`config.mk`:
```
export PLATFORM = sky130hd
export DESIGN_NAME = pcm_conv_codec
export DESIGN_NICKNAME = d
export VERILOG_FILES = /design/src/rtl/pcm_conv_codec.sv
export SDC_FILE = /design/constraint.sdc
export NUM_CORES = 1
export LEC_CHECK = 0
export CORE_MARGIN = 2
export CORE_UTILIZATION = 30
export CTS_CLUSTER_SIZE = 20
export DETAILED_ROUTE_END_ITERATION = 10
export DONT_BUFFER_PORTS = 1
export PLACE_DENSITY_LB_ADDON = 0.15
export SKIP_CTS_REPAIR_TIMING = 1
export SYNTH_ARGS = -nofsm -noshare
export SYNTH_HDL_FRONTEND = slang
export SYNTH_SLANG_ARGS = --single-unit
```
`constraint.sdc`:
```
create_clock -name clk -period 1.6 [get_ports clk]
set_clock_uncertainty 0.2 [all_clocks]
set_input_delay 0.48 -clock clk [delete_from_list [all_inputs] [get_ports clk]]
set_output_delay 0.48 -clock clk [all_outputs]
set_load 0.02 [all_outputs]
```
`src/rtl/pcm_conv_codec.sv`:
```
// A-law 13-segment PCM compressor, MSB-first serializer and rate-1/2 K=3 convolutional encoder,
// plus an independent registered A-law expander for received codes.
module pcm_conv_codec #(
    parameter logic [2:0] G0 = 3'b111,
    parameter logic [2:0] G1 = 3'b101
) (
    input  logic       clk,
    input  logic       reset,
    input  logic       bit_en,
    input  logic       send,
    input  logic [7:0] in,
    input  logic [7:0] dec_code,
    output logic [7:0] pcm_code,
    output logic       ser_bit,
    output logic [1:0] conv_out,
    output logic       conv_valid,
    output logic       busy,
    output logic [7:0] dec_out
);

    typedef enum logic {
        S_IDLE = 1'b0,
        S_BUSY = 1'b1
    } state_t;

    // Step for segment s is 1 << seg_shift(s); segments 0 and 1 both use step 1.
    function automatic logic [10:0] seg_start(input logic [2:0] s);
        case (s)
            3'd0:    seg_start = 11'd0;
            3'd1:    seg_start = 11'd16;
            3'd2:    seg_start = 11'd32;
            3'd3:    seg_start = 11'd64;
            3'd4:    seg_start = 11'd128;
            3'd5:    seg_start = 11'd256;
            3'd6:    seg_start = 11'd512;
            default: seg_start = 11'd1024;
        endcase
    endfunction

    function automatic logic [2:0] seg_shift(input logic [2:0] s);
        seg_shift = (s == 3'd0) ? 3'd0 : 3'(s - 3'd1);
    endfunction

    state_t      r_state;
    state_t      w_next_state;
    logic [7:0]  r_shift;
    logic [2:0]  r_cnt;
    logic        r_d1;
    logic        r_d2;
    logic [7:0]  r_pcm;
    logic        r_ser;
    logic [1:0]  r_conv;
    logic        r_valid;
    logic [7:0]  r_dec;

    logic [7:0]  w_neg;
    logic [6:0]  w_m8;
    logic [10:0] w_m;
    logic [2:0]  w_seg;
    logic [10:0] w_diff;
    logic [3:0]  w_lvl;
    logic [7:0]  w_code;

    logic        w_load;
    logic        w_enc;
    logic        w_bit;
    logic        w_sym1;
    logic        w_sym0;

    logic [2:0]  w_dshift;
    logic [10:0] w_dstep;
    logic [10:0] w_v;
    logic [7:0]  w_mag;
    logic [7:0]  w_dec;

    // Compressor: magnitude scaled to 11 bits, then segment search and level quantisation.
    always_comb begin
        w_neg = 8'(~in + 8'd1);
        if (in == 8'h80) begin
            w_m8 = 7'd127;
        end else if (in[7]) begin
            w_m8 = w_neg[6:0];
        end else begin
            w_m8 = in[6:0];
        end
        w_m = {w_m8, 4'b0000};
        if (w_m >= 11'd1024)     w_seg = 3'd7;
        else if (w_m >= 11'd512) w_seg = 3'd6;
        else if (w_m >= 11'd256) w_seg = 3'd5;
        else if (w_m >= 11'd128) w_seg = 3'd4;
        else if (w_m >= 11'd64)  w_seg = 3'd3;
        else if (w_m >= 11'd32)  w_seg = 3'd2;
        else if (w_m >= 11'd16)  w_seg = 3'd1;
        else                     w_seg = 3'd0;
        w_diff = w_m - seg_start(w_seg);
        w_lvl  = 4'(w_diff >> seg_shift(w_seg));
        w_code = {~in[7], w_seg, w_lvl};
    end

    always_comb begin
        w_next_state = r_state;
        w_load       = 1'b0;
        w_enc        = 1'b0;
        w_bit        = 1'b0;
        case (r_state)
            S_IDLE: begin
                if (bit_en && send) begin
                    w_load       = 1'b1;
                    w_enc        = 1'b1;
                    w_bit        = w_code[7];
                    w_next_state = S_BUSY;
                end
            end
            S_BUSY: begin
                if (bit_en) begin
                    w_enc = 1'b1;
                    w_bit = r_shift[7];
                    if (r_cnt == 3'd7) begin
                        w_next_state = S_IDLE;
                    end
                end
            end
            default: w_next_state = S_IDLE;
        endcase
        w_sym1 = ^(G0 & {w_bit, r_d1, r_d2});
        w_sym0 = ^(G1 & {w_bit, r_d1, r_d2});
    end

    // r_cnt wraps 7 -> 0 on the 8th bit, leaving it ready for the next load.
    always_ff @(posedge clk or negedge reset) begin
        if (!reset) begin
            r_state <= S_IDLE;
            r_shift <= '0;
            r_cnt   <= '0;
            r_d1    <= 1'b0;
            r_d2    <= 1'b0;
            r_pcm   <= '0;
            r_ser   <= 1'b0;
            r_conv  <= '0;
            r_valid <= 1'b0;
        end else begin
            r_state <= w_next_state;
            r_valid <= w_enc;
            if (w_load) begin
                r_pcm   <= w_code;
                r_shift <= {w_code[6:0], 1'b0};
                r_cnt   <= 3'd1;
            end else if (w_enc) begin
                r_shift <= {r_shift[6:0], 1'b0};
                r_cnt   <= r_cnt + 3'd1;
            end
            if (w_enc) begin
                r_d1   <= w_bit;
                r_d2   <= r_d1;
                r_ser  <= w_bit;
                r_conv <= {w_sym1, w_sym0};
            end
        end
    end

    // Expander: reconstruct at the middle of the quantisation step.
    always_comb begin
        w_dshift = seg_shift(dec_code[6:4]);
        w_dstep  = 11'(11'd1 << w_dshift);
        w_v      = seg_start(dec_code[6:4]) + 11'({7'b0, dec_code[3:0]} << w_dshift) + (w_dstep >> 1);
        w_mag    = 8'(w_v >> 4);
        w_dec    = dec_code[7] ? w_mag : 8'(~w_mag + 8'd1);
    end

    always_ff @(posedge clk or negedge reset) begin
        if (!reset) begin
            r_dec <= '0;
        end else begin
            r_dec <= w_dec;
        end
    end

    assign pcm_code   = r_pcm;
    assign ser_bit    = r_ser;
    assign conv_out   = r_conv;
    assign conv_valid = r_valid;
    assign busy       = (r_state == S_BUSY);
    assign dec_out    = r_dec;

endmodule

```
==> results summary <==
The final hold slack is about 0.072 ns. For this run, design rule violations remaining after detail routing come to 0. The sum of net half-perimeters after detailed placement came out at 5880 um.

The floorplan die height is around 100 um. The synthesized-area fraction occupied by adder cells came out at 12.2%. The aggregate negative setup slack is -26.20 ns.

The data arrival time of the critical path came out at 3.42 ns. The hold path startpoint is dec_code[7]. Setup slack on the critical path of the routed design comes to -1.80 ns.

At the end of routability-driven placement, the weighted congestion stood at about 0.79. After filler insertion, the fill cell instance count of the layout stands at 970. The first-pass detailed-route iteration total is 4. The number of cells on the worst hold path came out at 1. The final period demand of the worst path is 3.40 ns.

The first routing iteration left 80 violations. The total number of vias is between 2000 and 3000. In the layout the commonest cells are sky130_fd_sc_hd__buf_4 (73), sky130_fd_sc_hd__nand2_1 (37), sky130_fd_sc_hd__dfrtp_1 (31). The aggregate global-route resource usage came out at between 10% and 20%. The worst setup path is launched from an input port.

The final standard cell utilization of the core came out at 45.0%. In this design, the largest share of critical-path delay is due to compound AO/OA/AOI/OAI gates. The total placed instance area came out at 0.00374 mm^2.

Leaving out fill and tap cells, the most frequent cell in the layout is sky130_fd_sc_hd__buf_4. The synthesized area divided by synthesized cell count is about 8.5 um^2. The end point of the worst hold path is dec_out[7]$_DFF_PN0_. The site row count came out at 36. The maximum fanout encountered on the critical timing path is 5. The number of endpoints with negative hold slack in the final report came to 0. In this run the power density over the cells is roughly 990 mW/mm^2.

The total number of yosys warnings came out at 0. The type of destination of the critical path is a register. The number of pins with negative max-slew slack in the final report came to 0.

Setup repair after global routing could not meet its margin everywhere. The setup slack of the worst register-to-register path is -0.01 ns. The maximum resistive drop on vdd is about 0.00046 V. Clock tree synthesis selected as its root buffer the cell sky130_fd_sc_hd__clkbuf_8. The synthesized netlist devotes 20.7% of its cell area to simple gates. The final reports fail on negative setup slack. Measured against the total synthesized area, the mux share comes to 4.88%. The min-delay analysis places its worst path in the category in2reg. The number of top-level design ports came out at 41. The analysis attributes to cell leakage a power of 1.96 nW. The longest individual stage delay on the worst path is 0.55 ns. The start-to-end type of the worst setup path is in2reg. In the final routed layout, each cell accounts on average for 13.6 um.

In the synthesized netlist the dominant register cell turns out to be sky130_fd_sc_hd__dfrtp_1. The diode insertion count for antenna repair came out at 0. The area fraction in compound gates after synthesis is between 20% and 30%. The clock tree from TritonCTS is built. The number of maximum-capacitance constraint violations is 0.

The maximum number of pins on one net before global-route repair came out at 33. The number of distinct library cells after synthesis came out at 66. Of the available clock period, the critical path in the final layout requires 212%. The routed wire length is 7490 um.

The count of nets left with antenna violations once routing finished came out at 0. The number of enable flip-flop cells after synthesis is 0. Synthesis inferred 32 register bits. The mean number of vias per cell is 4.87. The synthesized area came out at 0.00292 mm^2. The launch point of the worst reg-to-reg path is busy$_DFF_PN0_.

On the critical path, the stage with the largest delay is an instance of sky130_fd_sc_hd__or4_4. In this run the critical register-to-register path is captured at conv_out[1]$_DFFE_PN0P_. The synthesis-to-finish area growth came out at 47.6%. The register area share after synthesis came out at a little over a quarter. After synthesis, the largest family of logic cells by area is compound AO/OA/AOI/OAI gates. The number of global-route vias before repair is 2636.

No sink is reached through more buffers than the 2 on the longest clock path. Derived from the worst setup path, the maximum achievable clock frequency is about 290 MHz. The initial core utilization came out at 30.5%. The net count after synthesis came out at 389. The flow ran to the end, but the final reports show violations. The critical path starts at in[1]. The path depth of the worst reg2reg path is 7. The required arrival time at the worst endpoint came out at ~1.6 ns. The CTS sink count came out at 32. The sum of overflow across all layers after global routing is 0. The x dimension of the die came out at 103 um.

The CTS H-tree depth came out at 2. The critical path contains buffers and inverters numbering 0 combined. The clock slew seen by the registers of the worst setup and hold paths is 0.07 ns.

The die covers 0.0105 mm^2. Once layout is done, the placed cells without fillers occupy 0.00431 mm^2. The XOR/XNOR share of the synthesized area is 6.55%.

The cell count after synthesis came out at 343. The async set or reset register ratio after synthesis came out at 100%. The final number of setup-violating endpoints is 23.

Traced cell by cell, the critical path runs through or4_4, o2111a_1, o31a_1, and2_4, nor3b_2, ha_2, fa_2, xor2_2, mux2_4, o221a_4, o22a_1, nand2_1. The source-to-sink clock delay at the later pin of the worst-skew pair is approximately 0.28 ns. The fraction of layout cells with a size suffix above 1 came out at 41.1%.

The number of buffers inserted during clock tree synthesis came out at 5. The number of nets in the finished design is 464. The area of the core is 0.00959 mm^2. The number of antenna violations at the first check in global routing is 0. The first-pass GRT wire length came out at 12200 um. The number of input and output port buffers inserted came out at 0.
worst register-to-register path: cells and delay by family (launching register included):
kind	cells	cell delay [ns]
AOI/OAI and AO/OA	2	0.19
xor gates and xnor gates	2	0.32
buffers and inverters	1	0.13
DFF	1	0.43
and+or+nand+nor	2	0.23
sequential cells by signal, summed over array words and instances (netlist names):
register / cells
pcm_code: 8
r_cnt: 3
dec_out: 8
busy: 1
r_d2: 1
conv_out: 2
conv_valid: 1
r_shift: 7
ser_bit: 1
final cells by class:
type                            instances  area [um^2]  area share (%)
Clock inverter                          1         7.51           0.174
Multi-Input combinational cell        271         2400            55.7
Sequential cell                        32          802            18.6
Timing Repair Buffer                   85          691            16.0
Clock buffer                            7         86.3            2.00
Inverter                               23          159            3.68
Tap cell                              133          166            3.86
Yosys cell counts (3+ instances only):
master                     count  area share (%)
sky130_fd_sc_hd__nand3_1       3            0.51
sky130_fd_sc_hd__o21bai_1      5             1.3
sky130_fd_sc_hd__nor2_1       28             3.6
sky130_fd_sc_hd__a22o_1        5             1.5
sky130_fd_sc_hd__fa_1          4             2.7
sky130_fd_sc_hd__nand2_1      41             5.3
sky130_fd_sc_hd__xnor2_1       9             2.7
sky130_fd_sc_hd__inv_1        23             3.0
sky130_fd_sc_hd__o21ai_0      19             3.3
sky130_fd_sc_hd__clkbuf_1     12             1.5
sky130_fd_sc_hd__nor3_1        8             1.4
sky130_fd_sc_hd__and2_1        5             1.1
sky130_fd_sc_hd__a211oi_1      3            0.77
sky130_fd_sc_hd__o31ai_1       3            0.77
sky130_fd_sc_hd__o211ai_1      6             1.5
sky130_fd_sc_hd__nand2b_1      7             1.5
sky130_fd_sc_hd__mux2i_1      12             4.1
sky130_fd_sc_hd__a21oi_1      14             2.4
sky130_fd_sc_hd__xor2_1       11             3.3
sky130_fd_sc_hd__ha_1         22             9.4
sky130_fd_sc_hd__dfrtp_1      32              27
sky130_fd_sc_hd__nor2b_1       6             1.3
sky130_fd_sc_hd__o21ai_1       3            0.51
sky130_fd_sc_hd__o22ai_1       3            0.64
sky130_fd_sc_hd__o21a_1        4             1.0
power by group:
group / internal (W) / total (W) / switching, W
combinational: 0.00109 / 0.00200 / 0.000914
clock: 0.000349 / 0.000639 / 0.000289
sequential: 0.00114 / 0.00161 / 0.000472
total: 0.00258 / 0.00426 / 0.00167
through the flow:
stage               worst slack (ns)  instances  total power [W]
finish                         -1.80        552          0.00426
global route                   -1.87        552          0.00461
CTS                            -1.75        542          0.00394
detailed placement             -2.04        534          0.00328
global placement               -2.03        534          0.00327
floorplan                      -2.05        343          0.00273
worst max-delay path by stage:
| stage | end | depth (start not counted) |
|---|---|---|
| finish | r_shift[4]$_DFFE_PN0P_ | 12 |
| global route | r_shift[4]$_DFFE_PN0P_ | 15 |
| CTS | r_shift[4]$_DFFE_PN0P_ | 12 |
| detailed placement | r_shift[4]$_DFFE_PN0P_ | 12 |
| global placement | r_shift[2]$_DFFE_PN0P_ | 17 |
| floorplan | r_shift[4]$_DFFE_PN0P_ | 13 |
layer usage:
layer,track usage [%],vias up,wire length [um]
met5,0,-,0
met4,4.00,0,143
met3,3.05,8,264
met2,25.7,40,3790
met1,17.4,1277,3290
li1,-,1361,-
kinds of logic after synthesis:
logic type / after synthesis
AND/OR/NAND/NOR: 119
adder cells (fa/ha/maj): 26
flip-flops: 32
other: 2
multiplexers: 14
AO/OA/AOI/OAI: 89
XOR/XNOR: 21
buffers and inverters: 40
(Power assumes the default switching activity.)
